<file path="src/rtl/camera_pkg.sv">
// Shared types and width helpers for the camera window reader.
package camera_pkg;
  typedef enum logic {WAIT_SYNC = 1'b0, ACTIVE = 1'b1} cam_state_e;

  function automatic int pix_w(input int data_w, input int pix_bytes);
    return data_w * pix_bytes;
  endfunction
endpackage

</file>
<file path="src/rtl/camera_pixel_packer.sv">
// Packs PIX_BYTES sensor beats into one pixel (first beat in MSBs) and tracks the column.
module camera_pixel_packer
  import camera_pkg::*;
#(
  parameter int DATA_W    = 8,
  parameter int PIX_BYTES = 1,
  parameter int COORD_W   = 16,
  localparam int PIX_W    = pix_w(DATA_W, PIX_BYTES)
) (
  input  logic               i_clk,
  input  logic               i_rst_n,
  input  logic [DATA_W-1:0]  i_data,
  input  logic               i_hs,
  input  logic               i_hs_fall,
  output logic               o_done,
  output logic [PIX_W-1:0]   o_pix,
  output logic [COORD_W-1:0] o_col
);
  logic [1:0]         r_phase;
  logic [PIX_W-1:0]   r_acc;
  logic [COORD_W-1:0] r_col;

  // Older beats shift out of the top, so the accumulator never needs clearing.
  assign o_done = i_hs && (r_phase == 2'(PIX_BYTES - 1));
  assign o_pix  = (r_acc << DATA_W) | PIX_W'(i_data);
  assign o_col  = r_col;

  always_ff @(posedge i_clk or negedge i_rst_n) begin
    if (!i_rst_n) begin
      r_phase <= '0;
      r_acc   <= '0;
      r_col   <= '0;
    end else if (i_hs_fall) begin
      r_phase <= '0;
      r_col   <= '0;
    end else if (i_hs) begin
      r_acc <= o_pix;
      if (o_done) begin
        r_phase <= '0;
        r_col   <= r_col + COORD_W'(1);
      end else begin
        r_phase <= r_phase + 2'd1;
      end
    end
  end
endmodule

</file>
<file path="src/rtl/camera_window_reader.sv">
// Crops and decimates a window out of a DVP-style camera stream, with frame and line checks.
module camera_window_reader
  import camera_pkg::*;
#(
  parameter int DATA_W    = 8,
  parameter int PIX_BYTES = 1,
  parameter int COORD_W   = 16,
  localparam int PIX_W    = pix_w(DATA_W, PIX_BYTES)
) (
  input  logic               pixclk_i,
  input  logic               rst_n_i,
  input  logic [DATA_W-1:0]  pixel_data_i,
  input  logic               hsync_i,
  input  logic               vsync_i,
  input  logic [COORD_W-1:0] win_x0_i,
  input  logic [COORD_W-1:0] win_y0_i,
  input  logic [COORD_W-1:0] win_w_i,
  input  logic [COORD_W-1:0] win_h_i,
  input  logic [1:0]         dec_log2_i,
  input  logic               err_clr_i,
  output logic               pix_valid_o,
  output logic [PIX_W-1:0]   pix_o,
  output logic [COORD_W-1:0] row_o,
  output logic [COORD_W-1:0] col_o,
  output logic               sof_o,
  output logic               eol_o,
  output logic               eof_o,
  output logic [15:0]        frame_cnt_o,
  output logic               line_err_o,
  output logic               fifo_rst_o
);
  cam_state_e         r_state;
  logic [DATA_W-1:0]  r_data;
  logic               r_hs, r_vs, r_hs_d, r_vs_d;
  logic [COORD_W-1:0] r_x0, r_y0, r_w, r_h;
  logic [1:0]         r_dec;
  logic [COORD_W-1:0] r_line;
  logic [COORD_W+1:0] r_beats, r_ref_beats;
  logic               r_ref_vld;

  logic               w_vs_fall, w_hs_fall, w_done;
  logic [PIX_W-1:0]   w_pix;
  logic [COORD_W-1:0] w_col, w_dx, w_dy, w_mask, w_xlast, w_ylast;
  logic               w_in_x, w_in_y, w_dec_ok, w_emit, w_eol, w_eof, w_sof;
  logic               w_line_end, w_err_set;

  assign w_vs_fall = r_vs_d & ~r_vs;
  assign w_hs_fall = r_hs_d & ~r_hs;

  camera_pixel_packer #(
    .DATA_W(DATA_W), .PIX_BYTES(PIX_BYTES), .COORD_W(COORD_W)
  ) u_packer (
    .i_clk(pixclk_i), .i_rst_n(rst_n_i), .i_data(r_data), .i_hs(r_hs),
    .i_hs_fall(w_hs_fall), .o_done(w_done), .o_pix(w_pix), .o_col(w_col)
  );

  // Extended-width upper bounds so x0+w / y0+h near the top of the range cannot wrap.
  assign w_in_x = (w_col >= r_x0) &&
                  ({1'b0, w_col} < ({1'b0, r_x0} + {1'b0, r_w}));
  assign w_in_y = (r_line >= r_y0) &&
                  ({1'b0, r_line} < ({1'b0, r_y0} + {1'b0, r_h}));
  assign w_dx     = w_col - r_x0;
  assign w_dy     = r_line - r_y0;
  assign w_mask   = ~({COORD_W{1'b1}} << r_dec);
  assign w_dec_ok = ((w_dx & w_mask) == '0) && ((w_dy & w_mask) == '0);
  assign w_xlast  = (r_w - COORD_W'(1)) & ~w_mask;
  assign w_ylast  = (r_h - COORD_W'(1)) & ~w_mask;
  assign w_emit   = (r_state == ACTIVE) && w_done && w_in_x && w_in_y && w_dec_ok;
  assign w_sof    = (w_dx == '0) && (w_dy == '0);
  assign w_eol    = (w_dx == w_xlast);
  assign w_eof    = w_eol && (w_dy == w_ylast);

  // A line closing in the same cycle as vsync falls belongs to the old frame; skip it.
  assign w_line_end = (r_state == ACTIVE) && w_hs_fall && !w_vs_fall;
  assign w_err_set  = w_line_end && r_ref_vld && (r_beats != r_ref_beats);

  always_ff @(posedge pixclk_i or negedge rst_n_i) begin
    if (!rst_n_i) begin
      r_state     <= WAIT_SYNC;
      r_data      <= '0;
      r_hs        <= 1'b0;
      r_vs        <= 1'b0;
      r_hs_d      <= 1'b0;
      r_vs_d      <= 1'b0;
      r_x0        <= '0;
      r_y0        <= '0;
      r_w         <= '0;
      r_h         <= '0;
      r_dec       <= '0;
      r_line      <= '0;
      r_beats     <= '0;
      r_ref_beats <= '0;
      r_ref_vld   <= 1'b0;
      pix_valid_o <= 1'b0;
      pix_o       <= '0;
      row_o       <= '0;
      col_o       <= '0;
      sof_o       <= 1'b0;
      eol_o       <= 1'b0;
      eof_o       <= 1'b0;
      frame_cnt_o <= '0;
      line_err_o  <= 1'b0;
      fifo_rst_o  <= 1'b1;
    end else begin
      r_data <= pixel_data_i;
      r_hs   <= hsync_i;
      r_vs   <= vsync_i;
      r_hs_d <= r_hs;
      r_vs_d <= r_vs;

      pix_valid_o <= w_emit;
      sof_o       <= w_emit & w_sof;
      eol_o       <= w_emit & w_eol;
      eof_o       <= w_emit & w_eof;
      if (w_emit) begin
        pix_o <= w_pix;
        col_o <= w_dx >> r_dec;
        row_o <= w_dy >> r_dec;
      end

      if (w_vs_fall) begin
        r_x0       <= win_x0_i;
        r_y0       <= win_y0_i;
        r_w        <= win_w_i;
        r_h        <= win_h_i;
        r_dec      <= dec_log2_i;
        r_line     <= '0;
        r_ref_vld  <= 1'b0;
        r_state    <= ACTIVE;
        fifo_rst_o <= 1'b0;
        if (r_state == ACTIVE) frame_cnt_o <= frame_cnt_o + 16'd1;
      end else if (w_hs_fall) begin
        r_line <= r_line + COORD_W'(1);
      end

      if (w_hs_fall)  r_beats <= '0;
      else if (r_hs)  r_beats <= r_beats + (COORD_W+2)'(1);

      if (w_line_end && !r_ref_vld) begin
        r_ref_beats <= r_beats;
        r_ref_vld   <= 1'b1;
      end

      if (w_err_set)      line_err_o <= 1'b1;
      else if (err_clr_i) line_err_o <= 1'b0;
    end
  end
endmodule

</file>
<file path="config.mk">
export PLATFORM = sky130hd
export DESIGN_NAME = camera_window_reader
export DESIGN_NICKNAME = d
export VERILOG_FILES = /design/src/rtl/camera_pkg.sv /design/src/rtl/camera_pixel_packer.sv /design/src/rtl/camera_window_reader.sv
export SDC_FILE = /design/constraint.sdc
export NUM_CORES = 1
export LEC_CHECK = 0
export ABC_CLOCK_PERIOD_IN_PS = 6000
export BUFFER_PORTS_ARGS = -buffer_cell sky130_fd_sc_hd__buf_2
export CORE_MARGIN = 5
export CORE_UTILIZATION = 60
export CTS_CLUSTER_SIZE = 10
export DETAILED_ROUTE_END_ITERATION = 10
export PLACE_DENSITY = 0.81
export SETUP_SLACK_MARGIN = 0.5
export SLEW_MARGIN = 20
export SYNTH_ARGS = -nofsm -noshare
export SYNTH_HDL_FRONTEND = slang
export SYNTH_HIERARCHICAL = 1
export SYNTH_SLANG_ARGS = --single-unit
</file>
<file path="constraint.sdc">
create_clock -name pixclk_i -period 6 [get_ports pixclk_i]
set_input_delay 0.3 -clock pixclk_i [delete_from_list [all_inputs] [get_ports pixclk_i]]
set_output_delay 0.3 -clock pixclk_i [all_outputs]
set_load 0.005 [all_outputs]
</file>
==> results.ini, run 1 <==
[worst_setup_path]
setup.worst_path.start = r_w[0]
crit_type = flop to flop
cp_max_fo = 21
reg2reg_from = r_w[0]
endpoint_kind = flop
worstPathArrival_ns = 5.54
start_kind = flop
crit_required_ns = 6.42
r2r_setup_slack_ns = 0.88

[grt]
grt_pass1_vias = 11850
grt_pass1_wl_mm = 60.06
grt_max_degree = 93
antenna_found_initial = 0
grt_usage_pct = 27.53
grt.overflow.total = 0

[floorplanning]
num_io_pins = 141
start_util_pct = 60.42
rows = 56
core_mm2 = 0.02326
die_h_um = 163.1
die_x_um = 163.1
dieArea_mm2 = 0.02659

[timing]
hold_viol_final = 0
fmax_ghz = 0.1953
period_minus_slack_ns = 5.122
rsz0062_at_grt = no
tns_ns = 0
slew_headroom_pct = 48.94
drv_slew = 0
fin_ws_ns = 0.8785
fin_crit_sh_pct = 85.36
setup-violations-final = 0
worstMarginPinSlew_ns = 0.7563
clock_skew_ns = 0.02471

[power_and_ir_drop]
power_density_mw_per_mm2 = 285.5
p_leak_nw = 7.906
intPower_mw = 3.093
p_sw_share_pct = 34.45
power.switching_mw = 1.626
clockPowerShare_pct = 30.9
peakVddDrop_v = 0.0002239
p_seq_share_pct = 35.6
combPwrFrac_pct = 33.5

[final_layout]
ff_latch_area_mm2 = 0.005306
final_cell_mix = 211 x dfrtp_1, 150 x nand2_1, 139 x buf_2
fill_cells = 1701
diodes = 0
areaGrowthSynthToFinish_pct = 17.57
final_common_cell = dfrtp_1
drive_above_1_share_pct = 16.67
finalNonFillerCells = 2017
multi_input_area_mm2 = 0.008247
finalNetCount = 1866

[routing]
drtIter0Drc = 968
drc = 0
wl_per_cell_um = 18.26
drt-pass1-iter-count = 6
drt-vias-per-instance = 5.900
antenna_left = 0
dr_total_vias = 11900
wirelength_mm = 36.83

[synthesis]
syn_nets = 1676
synth_fa_ha_area_share_pct = 9.561
synth_top_family_by_area = simple AND/OR/NAND/NOR gates
syn-cell-area_mm2 = 0.01405
synth_simple_gate_area_share_pct = 16.28
synth-seq-cells = 212
synth_compound_area_share_pct = 14.77
synth_edf_count = 0
async_flop_share_pct = 100.0
ys_seq_area_share_pct = 37.75
synthMuxAreaShare_pct = 7.701
syn_inst = 1492
yosysWarnings = 6
yosys.cell_types.count = 77
synth_xor_area_share_pct = 10.08
syn_area_per_cell_um2 = 9.420
dominantRegCellSynth = dfrtp_1

[job]
cap_viol_max_count = 0

[clocking]
insertion_delay_ns = 0.55
cts-buffers-inserted = 26
cts_setup_buffers = 0
cts_buffer_depth = 3
cts_tree = built
cts_root_buf = clkbuf_16
clk_pin_slew_ns = 0.06
clock-sinks = 212
h-tree-depth = 1

[hold_path]
hold_start = win_y0_i[4]
hold_path.class = input port to flop

[place]
post-place-ws_ns = 0.4262
finalWeightedCongestion = 0.9482
dpl.cell_count = 1903
port_buffers = 140
dp_hpwl_mm = 26.12

[status]
status = finished clean

==> Yosys cell counts, types with 6 or more instances <==
cell type	instances	area share, %
a21o_1	21	1.1
a31oi_1	9	0.40
xnor2_1	83	5.2
and4_1	9	0.56
ha_1	101	9.0
nor2b_1	15	0.67
nand3_1	45	1.6
buf_4	9	0.48
nand2b_1	12	0.53
inv_1	72	1.9
o211ai_1	11	0.59
buf_1	6	0.16
o21bai_1	9	0.48
a21oi_1	65	2.3
and3_1	16	0.71
mux2_2	73	5.8
o21ai_0	115	4.1
mux2i_1	26	1.9
xor2_1	68	4.2
nand2_1	151	4.0
nor3_1	22	0.78
nand4_1	17	0.76
a22o_1	7	0.44
a211oi_1	15	0.80
or4_1	7	0.37
or3_1	17	0.76
nor2_1	105	2.8
clkbuf_1	40	1.1
o21a_1	9	0.48
o2111ai_1	9	0.56
nor4_1	16	0.71
dfrtp_1	211	38
o31ai_1	6	0.32
==> logic make-up after synthesis <==
| logic type | count (synthesis) |
|---|---|
| compound gates | 322 |
| mux | 99 |
| buf+inv | 134 |
| fa+ha+maj | 105 |
| xor+xnor | 155 |
| flops | 212 |
| simple gates | 465 |
==> per-stage QoR <==
step	hold slack [ns]	util [%]	power [mW]	instance area (µm²)
after floorplan	0.004409	-	2.795	14050
after global placement	0.4063	64.48	3.162	15000
after detailed placement	0.4064	64.48	3.202	15000
after CTS	0.0009002	70.78	4.707	16470
after global routing	0.002816	71.04	4.992	16520
final	0.01477	71.04	4.719	16520
==> metal layers <==
layer  wire length, µm  GRT usage [%]  up-vias  share of wire [%]
met5                 0              0        -                  0
met4              1014          7.854        0                2.8
met3              1832          3.684       74                5.0
met2             18120          47.38      378                 49
met1             15860          36.71     5762                 43
li1                  -              -     5686                  -
==> what timing repair did <==
item,CTS,global route
gates cloned,0,0
resized for setup,1,6
endpoints found under the setup margin,17,42
hold buffers,68,1
endpoints found under the hold margin,156,1
==> worst max-delay path, stage by stage, from the launching register on <==
cell and delay (ns):
dfrtp_1 0.46, ha_1 0.24, fa_1 0.40, a21oi_1 0.21
o211ai_1 0.23, o31a_1 0.30, o31a_1 0.30, nor2_1 0.12
xor2_1 0.16, ha_1 0.26, and2_1 0.15, a221oi_1 0.36
and4_1 0.24, o21ai_0 0.12, a221o_1 0.33, a31oi_2 0.33
nand2_4 0.21, buf_4 0.26, o41ai_1 0.32
==> power groups by stage <==
stage               sequential (mW)  combinational (mW)  clock [mW]
floorplan                      1.65                1.14           0
global placement               1.69                1.47           0
detailed placement             1.70                1.50           0
CTS                            1.68                1.55        1.47
global route                   1.70                1.76        1.54
finish                         1.68                1.58        1.46
==> area by class of cell <==
class	instances	share of cell area (%)
multi-input cells	1146	49.91
flip-flops and latches	212	32.11
repair buffers	221	9.116
clock buffers	39	4.293
well taps	319	2.415
inverters	75	1.704
clock inverters	5	0.4543
==> state kept, by name, indices dropped and copies added, names as in the netlist, 16 cells and up <==
| signal | cells |
|---|---|
| r_h | 16 |
| r_beats | 18 |
| r_w | 16 |
| r_ref_beats | 18 |
| r_x0 | 16 |
| frame_cnt_o | 16 |
| row_o | 16 |
| r_y0 | 16 |
| r_line | 16 |
| u_packer/o_col | 16 |
| col_o | 16 |
==> worst paths after layout <==
path	end	cells past startpoint
min reg2reg	r_vs_d	0
max	row_o[15]	18
min in group asynchronous	r_w[7]	2
min	r_y0[4]	3
max reg2reg	row_o[15]	18
max in group asynchronous	col_o[12]	4
(Power assumes the default switching activity.)
==> run 2: changes to the inputs <==
--- a/config.mk
+++ b/config.mk
@@ -8,13 +8,13 @@
 export ABC_CLOCK_PERIOD_IN_PS = 6000
 export BUFFER_PORTS_ARGS = -buffer_cell sky130_fd_sc_hd__buf_2
 export CORE_MARGIN = 5
-export CORE_UTILIZATION = 60
+export CORE_UTILIZATION = 62
+export CTS_BUF_LIST = sky130_fd_sc_hd__clkbuf_4
 export CTS_CLUSTER_SIZE = 10
 export DETAILED_ROUTE_END_ITERATION = 10
-export PLACE_DENSITY = 0.81
+export PLACE_DENSITY = 0.83
 export SETUP_SLACK_MARGIN = 0.5
 export SLEW_MARGIN = 20
 export SYNTH_ARGS = -nofsm -noshare
 export SYNTH_HDL_FRONTEND = slang
-export SYNTH_HIERARCHICAL = 1
 export SYNTH_SLANG_ARGS = --single-unit
==> results.ini, run 2 <==
[grt]
grt_pass1_vias = 11860  ; was 11850
grt_max_degree = 90  ; was 93
antenna_found_initial = 1  ; was 0
grt_pass1_wl_mm = 60.46  ; was 60.06 mm
grt.overflow.total = 0  ; unchanged
grt_usage_pct = 28.60  ; was 27.53%

[clocking]
clock-sinks = 212  ; unchanged
cts_root_buf = clkbuf_4  ; was clkbuf_16
insertion_delay_ns = 0.69  ; was 0.55 ns
h-tree-depth = 2  ; was 1
cts_tree = built  ; unchanged
cts-buffers-inserted = 58  ; was 26
clk_pin_slew_ns = 0.07  ; was 0.06 ns
cts_buffer_depth = 3  ; unchanged

[place]
port_buffers = 140  ; unchanged
dp_hpwl_mm = 26.27  ; was 26.12 mm
finalWeightedCongestion = 0.9108  ; was 0.9482
dpl.cell_count = 1816  ; was 1903

[timing]
fmax_ghz = 0.1938  ; was 0.1953 GHz
slew_headroom_pct = 26.40  ; was 48.94%
worstMarginPinSlew_ns = 1.104  ; was 0.7563 ns
tns_ns = 0  ; unchanged
drv_slew = 0  ; unchanged
setup-violations-final = 0  ; unchanged
hold_viol_final = 0  ; unchanged
period_minus_slack_ns = 5.161  ; was 5.122 ns
clock_skew_ns = 0.02994  ; was 0.02471 ns
hold_slack_ns = 0.2055  ; was 0.01477 ns
fin_crit_sh_pct = 86.01  ; was 85.36%
rsz0062_at_grt = no  ; unchanged

[final_layout]
fill_cells = 1516  ; was 1701
final_cell_mix = 211 x dfrtp_1, 139 x buf_2, 130 x nand2_1  ; was 211 x dfrtp_1, 150 x nand2_1, 139 x buf_2
finalNonFillerCells = 2004  ; was 2017
final_common_cell = dfrtp_1  ; unchanged
areaGrowthSynthToFinish_pct = 18.14  ; was 17.57%
multi_input_area_mm2 = 0.008031  ; was 0.008247 mm²
drive_above_1_share_pct = 19.44  ; was 16.67%
top_regs = r_beats: 18 flops, r_ref_beats: 18 flops  ; unchanged
final_core_util_pct = 74.52  ; was 71.04%
finalNetCount = 1859  ; was 1866
ff_latch_area_mm2 = 0.005306  ; unchanged

[routing]
drtIter0Drc = 938  ; was 968
dr_total_vias = 11920  ; was 11900
routed-wl-met3_mm = 2.361  ; was 1.832 mm
top_layer = met4  ; unchanged
wirelength_mm = 37.26  ; was 36.83 mm
antenna_left = 0  ; unchanged
drt-vias-per-instance = 5.948  ; was 5.900
wl_met2_mm = 18.30  ; was 18.12 mm
drt-pass1-iter-count = 7  ; was 6
drc = 0  ; unchanged
wl_met1_mm = 15.37  ; was 15.86 mm
wl_per_cell_um = 18.59  ; was 18.26 µm

[hold_path]
hold_path.class = input port to asynchronous set/reset pin  ; was input port to flop

[synthesis]
synth_edf_count = 0  ; unchanged
yosys.cell_types.count = 72  ; was 77
syn_area_per_cell_um2 = 9.600  ; was 9.420 µm²
synth_area_leaders = dfrtp_1 38%, ha_1 9.2%, xnor2_1 6.1%  ; was dfrtp_1 38%, ha_1 9.0%, mux2_2 5.8%
yosysWarnings = 0  ; was 6
synth_top_area_cell = dfrtp_1  ; unchanged
synth.most_common_cell = dfrtp_1  ; unchanged
syn-cell-area_mm2 = 0.01377  ; was 0.01405 mm²
ys_top_cells_by_count = 211 x dfrtp_1, 130 x nand2_1, 101 x ha_1  ; was 211 x dfrtp_1, 151 x nand2_1, 115 x o21ai_0
syn_inst = 1434  ; was 1492
ys_seq_area_share_pct = 38.55  ; was 37.75%
synth_top_area_share_pct = 38.36  ; was 37.57%
dominantRegCellSynth = dfrtp_1  ; unchanged
syn_nets = 1618  ; was 1676
synth-seq-cells = 212  ; unchanged
async_flop_share_pct = 100.0  ; unchanged

[power_and_ir_drop]
power_mw = 4.481  ; was 4.719 mW
power_density_mw_per_mm2 = 275.6  ; was 285.5 mW/mm²
peakVddDrop_v = 0.0001505  ; was 0.0002239 V
p_leak_nw = 7.792  ; was 7.906 nW

[floorplanning]
dieArea_mm2 = 0.02528  ; was 0.02659 mm²
rows = 54  ; was 56
start_util_pct = 63.08  ; was 60.42%
core_mm2 = 0.02182  ; was 0.02326 mm²
die_h_um = 159.0  ; was 163.1 µm
num_io_pins = 141  ; unchanged
die_x_um = 159.0  ; was 163.1 µm

[worst_setup_path]
cp_max_fo = 51  ; was 21
endpoint_kind = flop  ; unchanged
worstPathArrival_ns = 5.74  ; was 5.54 ns
r2r_setup_slack_ns = 0.84  ; was 0.88 ns
worstReg2RegEnd = col_o[12]  ; was row_o[15]
r2r_cells = 19  ; was 18
start_kind = flop  ; unchanged
crit_type = flop to flop  ; unchanged
crit_required_ns = 6.57  ; was 6.42 ns
reg2reg_from = r_w[0]  ; unchanged

[job]
cap_viol_max_count = 0  ; unchanged

[status]
status = finished clean  ; unchanged

## run 2: layout make-up
cell class	count	area share [%]
multi-input cells	1107	49.38
flip-flops and latches	212	32.63
repair buffers	227	9.655
clock buffers	86	3.970
well taps	280	2.154
inverters	69	1.593
clock inverters	22	0.6001
diodes	1	0.01539
## run 2: power breakdown
part / internal (mW) / switching [mW]
combinational: 0.655 / 0.848
sequential: 1.54 / 0.147
clock: 0.661 / 0.635
total: 2.85 / 1.63
## run 2: metrics by stage
stage               instance area, µm²  setup slack [ns]
floorplan                        13770             1.494
global placement                 14720            0.8270
detailed placement               14720            0.5919
CTS                              16250            0.5650
global route                     16260            0.6382
finish                           16260            0.8391
## run 2: critical path: stages (launching register included)
cell	delay (ns)
dfrtp_1	0.43
ha_1	0.24
fa_1	0.43
a211oi_1	0.26
o21ai_0	0.24
o211a_1	0.29
o41ai_1	0.48
nand2_1	0.12
a21oi_1	0.19
xor2_1	0.09
ha_1	0.27
o21ai_0	0.07
nand2b_1	0.07
a21oi_1	0.06
or3_1	0.36
o31ai_1	0.61
a211oi_4	0.16
buf_12	0.23
nor3b_1	0.17
a311o_1	0.27
## run 2: repair_timing
action | in CTS | in global routing
hold buffers | 78 | 0
setup buffers | 0 | 1
endpoints found under the setup margin | 0 | 38
gates resized for setup | 0 | 1
endpoints found under the hold margin | 148 | 0
## run 2: worst max-delay path by stage
stage,start,to,slack (ns),cells past startpoint
6_report,r_w[0],col_o[12],0.84,19
5_1_grt,r_w[0],eof_o,0.64,18
4_1_cts,r_w[1],col_o[12],0.57,19
3_5_place_dp,r_w[1],col_o[12],0.59,19
3_3_place_gp,r_w[1],col_o[12],0.83,19
2_1_floorplan,r_x0[1],pix_o[0],1.49,19
## run 2: metal layers
metal,vias to the layer above,track usage (%)
met5,-,0
li1,5692,-
met4,0,10.55
met1,5692,36.63
met2,445,48.56
met3,90,5.359
## run 2: kinds of logic after synthesis
family | share of synthesized area [%]
DFF | 38.55
and+or+nand+nor | 15.84
muxes | 8.735
xor gates and xnor gates | 9.871
adders and majority gates | 9.762
buffers and inverters | 3.309
AOI/OAI and AO/OA | 13.93
